<file path="config.mk">
export PLATFORM = sky130hd
export DESIGN_NAME = gry_conv_arbiter
export DESIGN_NICKNAME = d
export VERILOG_FILES = /design/src/rtl/gry_conv_arbiter.sv
export SDC_FILE = /design/constraint.sdc
export NUM_CORES = 1
export LEC_CHECK = 0
export ABC_AREA = 0
export BUFFER_PORTS_ARGS = -buffer_cell sky130_fd_sc_hd__buf_2
export CORE_UTILIZATION = 30
export CTS_CLUSTER_DIAMETER = 120
export DETAILED_ROUTE_END_ITERATION = 7
export HOLD_SLACK_MARGIN = 0.08
export PLACE_DENSITY = 0.51
export SYNTH_ARGS = -nofsm -noshare
export SYNTH_HDL_FRONTEND = slang
export SYNTH_SLANG_ARGS = --single-unit
</file>
<file path="constraint.sdc">
create_clock -name clk -period 7.55 [get_ports clk]
set_input_delay 1.1325 -clock clk [delete_from_list [all_inputs] [get_ports clk]]
set_output_delay 1.1325 -clock clk [all_outputs]
set_load 0.02 [all_outputs]
</file>
<file path="src/rtl/gry_conv_arbiter.sv">
// gry_conv_arbiter: round-robin arbiter that shares one binary-to-Gray
// conversion stage among NREQ valid/ready requesters. The registered output is
// tagged with the winning requester index.
// Optional build macro GRY_SELFCHK_EN adds a Gray->binary back-conversion
// checker that raises a sticky chk_err on mismatch. Without it, chk_err is 0.
`timescale 1ns/1ps
module gry_conv_arbiter #(
    parameter int N    = 8,
    parameter int NREQ = 4,
    parameter int IDW  = 2,
    parameter int CNTW = 16
) (
    input  logic                clk,
    input  logic                rst,
    input  logic [NREQ-1:0]     req_valid,
    input  logic [NREQ*N-1:0]   req_data,
    output logic [NREQ-1:0]     req_ready,
    output logic                out_valid,
    input  logic                out_ready,
    output logic [N-1:0]        out_gray,
    output logic [IDW-1:0]      out_id,
    output logic [CNTW-1:0]     conv_cnt,
    output logic                chk_err
);

    typedef enum logic {
        EMPTY = 1'b0,
        FULL  = 1'b1
    } state_t;

    state_t          state;
    logic [IDW-1:0]  rr_ptr;
    logic            slot_free;
    logic [NREQ-1:0] grant;
    logic [IDW-1:0]  grant_id;
    logic            grant_any;
    int unsigned     scan_idx;
    logic [N-1:0]    sel_bin;
    logic [N-1:0]    gray_next;

    assign slot_free = (state == EMPTY) | (out_valid & out_ready);

    // Round-robin scan starting at rr_ptr; first valid requester wins while the stage can accept.
    always_comb begin
        grant     = '0;
        grant_id  = '0;
        grant_any = 1'b0;
        scan_idx  = 0;
        for (int unsigned k = 0; k < NREQ; k++) begin
            scan_idx = (rr_ptr + k) % NREQ;
            if (!grant_any && slot_free && req_valid[scan_idx]) begin
                grant[scan_idx] = 1'b1;
                grant_id        = IDW'(scan_idx);
                grant_any       = 1'b1;
            end
        end
    end

    assign req_ready = rst ? '0 : grant;

    // Select the winner's word and convert it to Gray code.
    always_comb begin
        sel_bin   = req_data[grant_id*N +: N];
        gray_next = {sel_bin[N-1], sel_bin[N-1:1] ^ sel_bin[N-2:0]};
    end

    // Output stage FSM, round-robin pointer and conversion counter.
    always_ff @(posedge clk) begin
        if (rst) begin
            state     <= EMPTY;
            out_valid <= 1'b0;
            out_gray  <= '0;
            out_id    <= '0;
            conv_cnt  <= '0;
            rr_ptr    <= '0;
        end else begin
            case (state)
                EMPTY: begin
                    if (grant_any) begin
                        state     <= FULL;
                        out_valid <= 1'b1;
                        out_gray  <= gray_next;
                        out_id    <= grant_id;
                    end
                end
                FULL: begin
                    if (grant_any) begin
                        // drain and reload in the same cycle
                        out_gray  <= gray_next;
                        out_id    <= grant_id;
                    end else if (out_ready) begin
                        state     <= EMPTY;
                        out_valid <= 1'b0;
                    end
                end
                default: begin
                    state     <= EMPTY;
                    out_valid <= 1'b0;
                end
            endcase
            if (grant_any) begin
                rr_ptr   <= (grant_id == IDW'(NREQ - 1)) ? '0 : grant_id + 1'b1;
                conv_cnt <= conv_cnt + 1'b1;
            end
        end
    end

`ifdef GRY_SELFCHK_EN
    logic [N-1:0] bin_q;
    logic [N-1:0] back_bin;
    logic         back_acc;

    // Keep the binary word that produced the current Gray output.
    always_ff @(posedge clk) begin
        if (rst) begin
            bin_q <= '0;
        end else if (grant_any) begin
            bin_q <= sel_bin;
        end
    end

    // Gray->binary: each binary bit is the XOR of all Gray bits at or above it.
    always_comb begin
        back_bin = '0;
        back_acc = 1'b0;
        for (int unsigned k = 0; k < N; k++) begin
            back_acc             = back_acc ^ out_gray[N-1-k];
            back_bin[N-1-k]      = back_acc;
        end
    end

    // Sticky error whenever a held word fails the round trip.
    always_ff @(posedge clk) begin
        if (rst) begin
            chk_err <= 1'b0;
        end else if (out_valid && (back_bin != bin_q)) begin
            chk_err <= 1'b1;
        end
    end
`else
    assign chk_err = 1'b0;
`endif

endmodule

</file>
==> impl_metrics.env, run 1 <==
export IMPL_hold_buffers=0
export IMPL_synth_cell_type_count=54
export IMPL_worst_pin_slew_ns=1.07
export IMPL_synthTopCellsByArea="dfxtp_1 27%, xnor2_1 7.9%, nor2_1 5.9%"
export IMPL_overflow=0
export IMPL_n_antenna_cell=0
export IMPL_crit_path_end_kind="primary output"
export IMPL_status="complete, no violations"
export IMPL_io_buffers=69
export IMPL_arrival_ns=3.37
export IMPL_grt_max_degree=35
export IMPL_fin_skew_ns=0.00303
export IMPL_die_h_um=87.9
export IMPL_holdPathStages=2
export IMPL_place_hpwl_mm=4.26
export IMPL_syn_area_mm2=0.00221
export IMPL_post_drt_via_cell_ratio=5.02
export IMPL_synthTopCellsByCount="35 x nor2_1, 30 x dfxtp_1, 26 x nand2_1, 20 x xnor2_1, 19 x a21oi_1"
export IMPL_yosysSeqAreaShare_pct=27.1
export IMPL_hold_viol_final=0
export IMPL_start_kind="flop"
export IMPL_ant_nets=0
export IMPL_nets=379
export IMPL_num_vias=2147
export IMPL_p_total_mw=0.845
export IMPL_wirelength_mm=5.70
export IMPL_rsz0062_at_grt="no"
export IMPL_period_minus_slack_ns=4.50
export IMPL_drv_cap=0
export IMPL_synth_nets=319
export IMPL_grt_pass1_vias=1964
export IMPL_setup_tns_ns=0
export IMPL_firstDrtPassIters=5
export IMPL_fin_crit_sh_pct=59.6
export IMPL_dieWidth_um=87.9
export IMPL_synth_warnings=0
export IMPL_slew_headroom_pct=28.6
export IMPL_place_inst=420
export IMPL_hold_slack_ns=0.483
export IMPL_synth_top_area_share_pct=27.1
export IMPL_r2r_cells=9
export IMPL_min_path_type="flop to flop"
export IMPL_cts_buffers=5
export IMPL_cp_required_ns=6.42
export IMPL_synthArstFlopShare_pct=0
export IMPL_dpl_worst_slack_ns=3.37
export IMPL_post_cts_setup_buffer_count=0
export IMPL_io_pin_count=71
export IMPL_synth_top_area_cell="dfxtp_1"
export IMPL_final_cells=428
export IMPL_setup_violations_final=0
export IMPL_crit_fanout=15
export IMPL_drt_initial_drc_count=68
export IMPL_insertion_delay_ns=0.27
export IMPL_gp_congestion=0.840
export IMPL_worst_slack_ns=3.05
export IMPL_coreArea_mm2=0.00694
export IMPL_area_growth_pct=21.4
export IMPL_start_util_pct=31.9
export IMPL_clock_root_buffer="clkbuf_8"
export IMPL_grt_total_usage_pct=15.6
export IMPL_cts_tree="yes"
export IMPL_drive_above_1_share_pct=27.7
export IMPL_h_tree_depth=2
export IMPL_place_area_mm2=0.00259
export IMPL_wire_per_inst_um=13.3
export IMPL_synth_avg_cell_area_um2=8.16
export IMPL_synth_edff_count=0
export IMPL_clkTransAtPathRegs_ns=0.06
export IMPL_vdd_ir_drop_max_v=0.000151
export IMPL_postCtsResizedCells=0
export IMPL_final_area_mm2=0.00269
export IMPL_fmax_mhz=222
export IMPL_worstSetupPathType="flop to primary output"
export IMPL_dieArea_mm2=0.00772
export IMPL_leakage_nw=1.09
export IMPL_ys_ff_latch=30
export IMPL_antenna_found_initial=0
export IMPL_drc=0
export IMPL_grt_first_pass_wirelength_mm=9.47
export IMPL_clock_sinks=30
export IMPL_drv_slew=0
export IMPL_syn_inst=271
export IMPL_cts_buffer_depth=2
export IMPL_power_density_mw_per_mm2=315
export IMPL_utilization_pct=38.7
export IMPL_synth_ff_type="dfxtp_1"
export IMPL_yosysMostFrequentCell="nor2_1"
export IMPL_rows=30
## layout by cell type (no fill, tap or decap), types with 2 or more instances in the layout
| cell | synthesis | layout |
|---|---|---|
| nand2_1 | 26 | 26 |
| xor2_1 | 13 | 13 |
| mux2i_1 | 9 | 9 |
| xnor2_1 | 20 | 20 |
| a21oi_1 | 19 | 19 |
| inv_1 | 4 | 4 |
| a221oi_1 | 3 | 3 |
| o22ai_1 | 2 | 2 |
| a2111oi_2 | 2 | 2 |
| ha_1 | 9 | 9 |
| nand3_1 | 11 | 11 |
| nor4_1 | 5 | 5 |
| and3_1 | 2 | 2 |
| clkbuf_8 | 0 | 6 |
| buf_4 | 3 | 2 |
| nor2_1 | 35 | 35 |
| o32ai_1 | 3 | 3 |
| a211oi_1 | 4 | 4 |
| nand2b_1 | 4 | 4 |
| and2_1 | 2 | 2 |
| dfxtp_1 | 30 | 30 |
| buf_2 | 4 | 69 |
| nor3_1 | 5 | 5 |
| nor4_2 | 2 | 2 |
| a222oi_1 | 4 | 4 |
| mux2_2 | 5 | 5 |
| nand4_1 | 4 | 4 |
| or3_1 | 4 | 4 |
| o21ai_0 | 3 | 3 |
## sequential cells by signal, summed over array words and instances, names as in the netlist
signal	cells
state	1
out_gray	8
rr_ptr	2
out_id	2
out_valid	1
conv_cnt	16
## layout make-up
| cell class | instances | area [µm²] |
|---|---|---|
| clock inverter | 1 | 5.00 |
| tap | 96 | 120 |
| clock buffer | 7 | 86.3 |
| multi-input combinational | 219 | 1500 |
| fill | 769 | 4260 |
| sequential | 30 | 601 |
| inverter | 4 | 15.0 |
| timing repair buffer | 71 | 360 |
## kinds of logic after synthesis
family | synth area share (%)
xor gates and xnor gates | 13.1
DFF | 27.1
muxes | 7.64
AOI/OAI and AO/OA | 18.4
other | 0.170
buffers and inverters | 5.49
and+or+nand+nor | 23.0
adders and majority gates | 5.09
## per-layer routing
layer / track usage (%) / routed length, µm / share of wire, %
met1: 20.0 / 2710 / 47
met2: 26.4 / 2720 / 48
met3: 3.58 / 241 / 4.2
met4: 4.02 / 32 / 0.56
met5: 0 / 0 / 0
## critical path: stages, from the launching register on
cell and delay, ns:
dfxtp_1 0.67, inv_1 0.32, ha_1 0.55, mux2_2 0.42
nor4_2 0.31, nor3_1 0.12, nor2_1 0.27, nand2_1 0.09
a21oi_1 0.16, buf_2 0.19
## path summary, 6_finish.rpt
| check | start | to | slack, ns |
|---|---|---|---|
| max | rr_ptr[0] | req_ready[1] | 3.05 |
| min | out_valid | out_valid | 0.48 |
| max reg2reg | rr_ptr[0] | out_gray[5] | 3.38 |
| min reg2reg | out_valid | out_valid | 0.48 |
## power by group
group          internal (mW)  switching [mW]  leakage, nW
clock network         0.0734          0.0567       0.0482
logic                  0.189           0.287        0.796
registers              0.197          0.0419        0.246
total                  0.460           0.385         1.09
Note: power is estimated with default switching activity, not from simulation.
==> run 2, diff against run 1 <==
clock period = 4.4 ns   (was 7.55 ns; I/O delays follow)
==> run 2 against run 1 <==
Sequential cell count unchanged. First-iteration DRC count up 49%. Critical path type unchanged. Non-clock buffer count up 4. Largest cell class unchanged. Critical endpoint is now req_ready[0]. Combinational power up 78%. Clock-buffer cell count down 1. Register-to-register slack worse by 2.5 ns.
==> impl_metrics.env, run 2 (same netlist as run 1, synthesis figures left out) <==
export IMPL_status="complete, no violations"
export IMPL_drv_cap=0
export IMPL_worst_pin_slew_ns=0.762
export IMPL_regArea_um2=601
export IMPL_die_h_um=87.9
export IMPL_io_pin_count=71
export IMPL_gp_congestion=0.797
export IMPL_multiInputGateArea_mm2=0.00150
export IMPL_min_path_type="flop to flop"
export IMPL_firstDrtPassIters=4
export IMPL_fin_crit_sh_pct=87.8
export IMPL_rsz0062_at_grt="no"
export IMPL_p_total_mw=1.59
export IMPL_path_cells="inv_1 > ha_1 > mux2_2 > nor4_2 > nor3_1 > nor2_1 > nand2_1 > a21oi_1 > buf_2"
export IMPL_io_buffers=69
export IMPL_fillers=757
export IMPL_fin_skew_ns=0.00896
export IMPL_crit_fanout=12
export IMPL_postCtsResizedCells=0
export IMPL_h_tree_depth=2
export IMPL_post_cts_setup_buffer_count=0
export IMPL_nets=383
export IMPL_cts_tree="yes"
export IMPL_slowest_delay_ns=0.60
export IMPL_mostFrequentLayoutCell="buf_2"
export IMPL_clock_sinks=30
export IMPL_arrival_ns=3.20
export IMPL_worstSetupPathType="flop to primary output"
export IMPL_fmax_mhz=259
export IMPL_antenna_found_initial=0
export IMPL_wire_per_inst_um=13.2
export IMPL_rows=30
export IMPL_vdd_ir_drop_max_v=0.000328
export IMPL_cp_required_ns=3.74
export IMPL_dieArea_mm2=0.00772
export IMPL_ant_nets=0
export IMPL_start_util_pct=31.9
export IMPL_slew_headroom_pct=48.5
export IMPL_drive_above_1_share_pct=28.9
export IMPL_largest_reg_flops=16
export IMPL_leakage_nw=1.13
export IMPL_overflow=0
export IMPL_area_growth_pct=25.1
export IMPL_final_cell_mix="69 x buf_2, 35 x nor2_1, 30 x dfxtp_1, 26 x nand2_1, 20 x xnor2_1"
export IMPL_num_vias=2155
export IMPL_grt_max_degree=35
export IMPL_insertion_delay_ns=0.28
export IMPL_drt_initial_drc_count=101
export IMPL_clock_root_buffer="clkbuf_8"
export IMPL_dieWidth_um=87.9
export IMPL_hold_viol_final=0
export IMPL_regMostFlops="conv_cnt"
export IMPL_setup_tns_ns=0
export IMPL_crit_path_end_kind="primary output"
export IMPL_power_density_mw_per_mm2=575
export IMPL_grt_pass1_vias=1985
export IMPL_wirelength_mm=5.68
export IMPL_setup_violations_final=0
export IMPL_top_regs="conv_cnt: 16 flops, out_gray: 8 flops"
export IMPL_cts_buffers=5
export IMPL_n_antenna_cell=0
export IMPL_grt_total_usage_pct=15.7
export IMPL_post_drt_via_cell_ratio=4.99
export IMPL_place_hpwl_mm=4.40
export IMPL_grt_first_pass_wirelength_mm=9.52
export IMPL_cts_buffer_depth=2
export IMPL_cp_slowest_cell="dfxtp_1"
export IMPL_drc=0
export IMPL_clkTransAtPathRegs_ns=0.06
export IMPL_coreArea_mm2=0.00694
export IMPL_start_kind="flop"
export IMPL_period_minus_slack_ns=3.86
export IMPL_hold_buffers=0
export IMPL_drv_slew=0
==> run 2: final timing paths <==
check / slack (ns) / endpoint / from / depth (start not counted)
hold / removal: 0.47 / out_gray[7] / out_gray[7] / 2
hold reg to reg: 0.47 / out_gray[7] / out_gray[7] / 2
setup reg to reg: 0.88 / out_gray[6] / rr_ptr[1] / 10
setup / recovery: 0.54 / req_ready[0] / rr_ptr[1] / 9
==> run 2: layout make-up <==
| cell class | count | share of cell area, % |
|---|---|---|
| flip-flops and latches | 30 | 21.7 |
| clock buffers | 6 | 2.99 |
| repair buffers | 75 | 14.1 |
| multi-input cells | 219 | 54.1 |
| inverters | 4 | 0.543 |
| clock inverters | 2 | 2.17 |
| well taps | 96 | 4.34 |
==> run 2: worst max-delay path, delay by kind of cell (launching register included) <==
family / cells / cell delay (ns)
fa+ha+maj: 1 / 0.50
flops: 1 / 0.60
mux: 1 / 0.42
compound gates: 1 / 0.15
buf+inv: 2 / 0.38
simple gates: 4 / 0.87
==> run 2: per-stage QoR <==
stage | setup WS, ns | instance area, µm² | cells | hold slack, ns | util (%)
after floorplan | 1.17 | 2210 | 271 | 0.458 | -
after global placement | 0.974 | 2620 | 424 | 0.461 | 37.8
after detailed placement | 0.881 | 2620 | 424 | 0.465 | 37.8
after CTS | 0.559 | 2770 | 432 | 0.475 | 39.8
after global routing | 0.305 | 2770 | 432 | 0.505 | 39.8
final | 0.536 | 2770 | 432 | 0.472 | 39.8
==> run 2: per-layer routing <==
metal | part of all wire [%] | GRT usage (%) | wire, µm
met5 | 0 | 0 | 0
met4 | 1.4 | 5.07 | 80
met3 | 5.1 | 3.39 | 287
met2 | 47 | 25.8 | 2650
met1 | 47 | 20.3 | 2660
==> run 2: report_power, final <==
group          internal, mW  switching, mW  total, mW
Combinational         0.345          0.504      0.848
Sequential            0.338         0.0554      0.393
Clock                 0.242          0.107      0.348
Total                 0.924          0.666       1.59
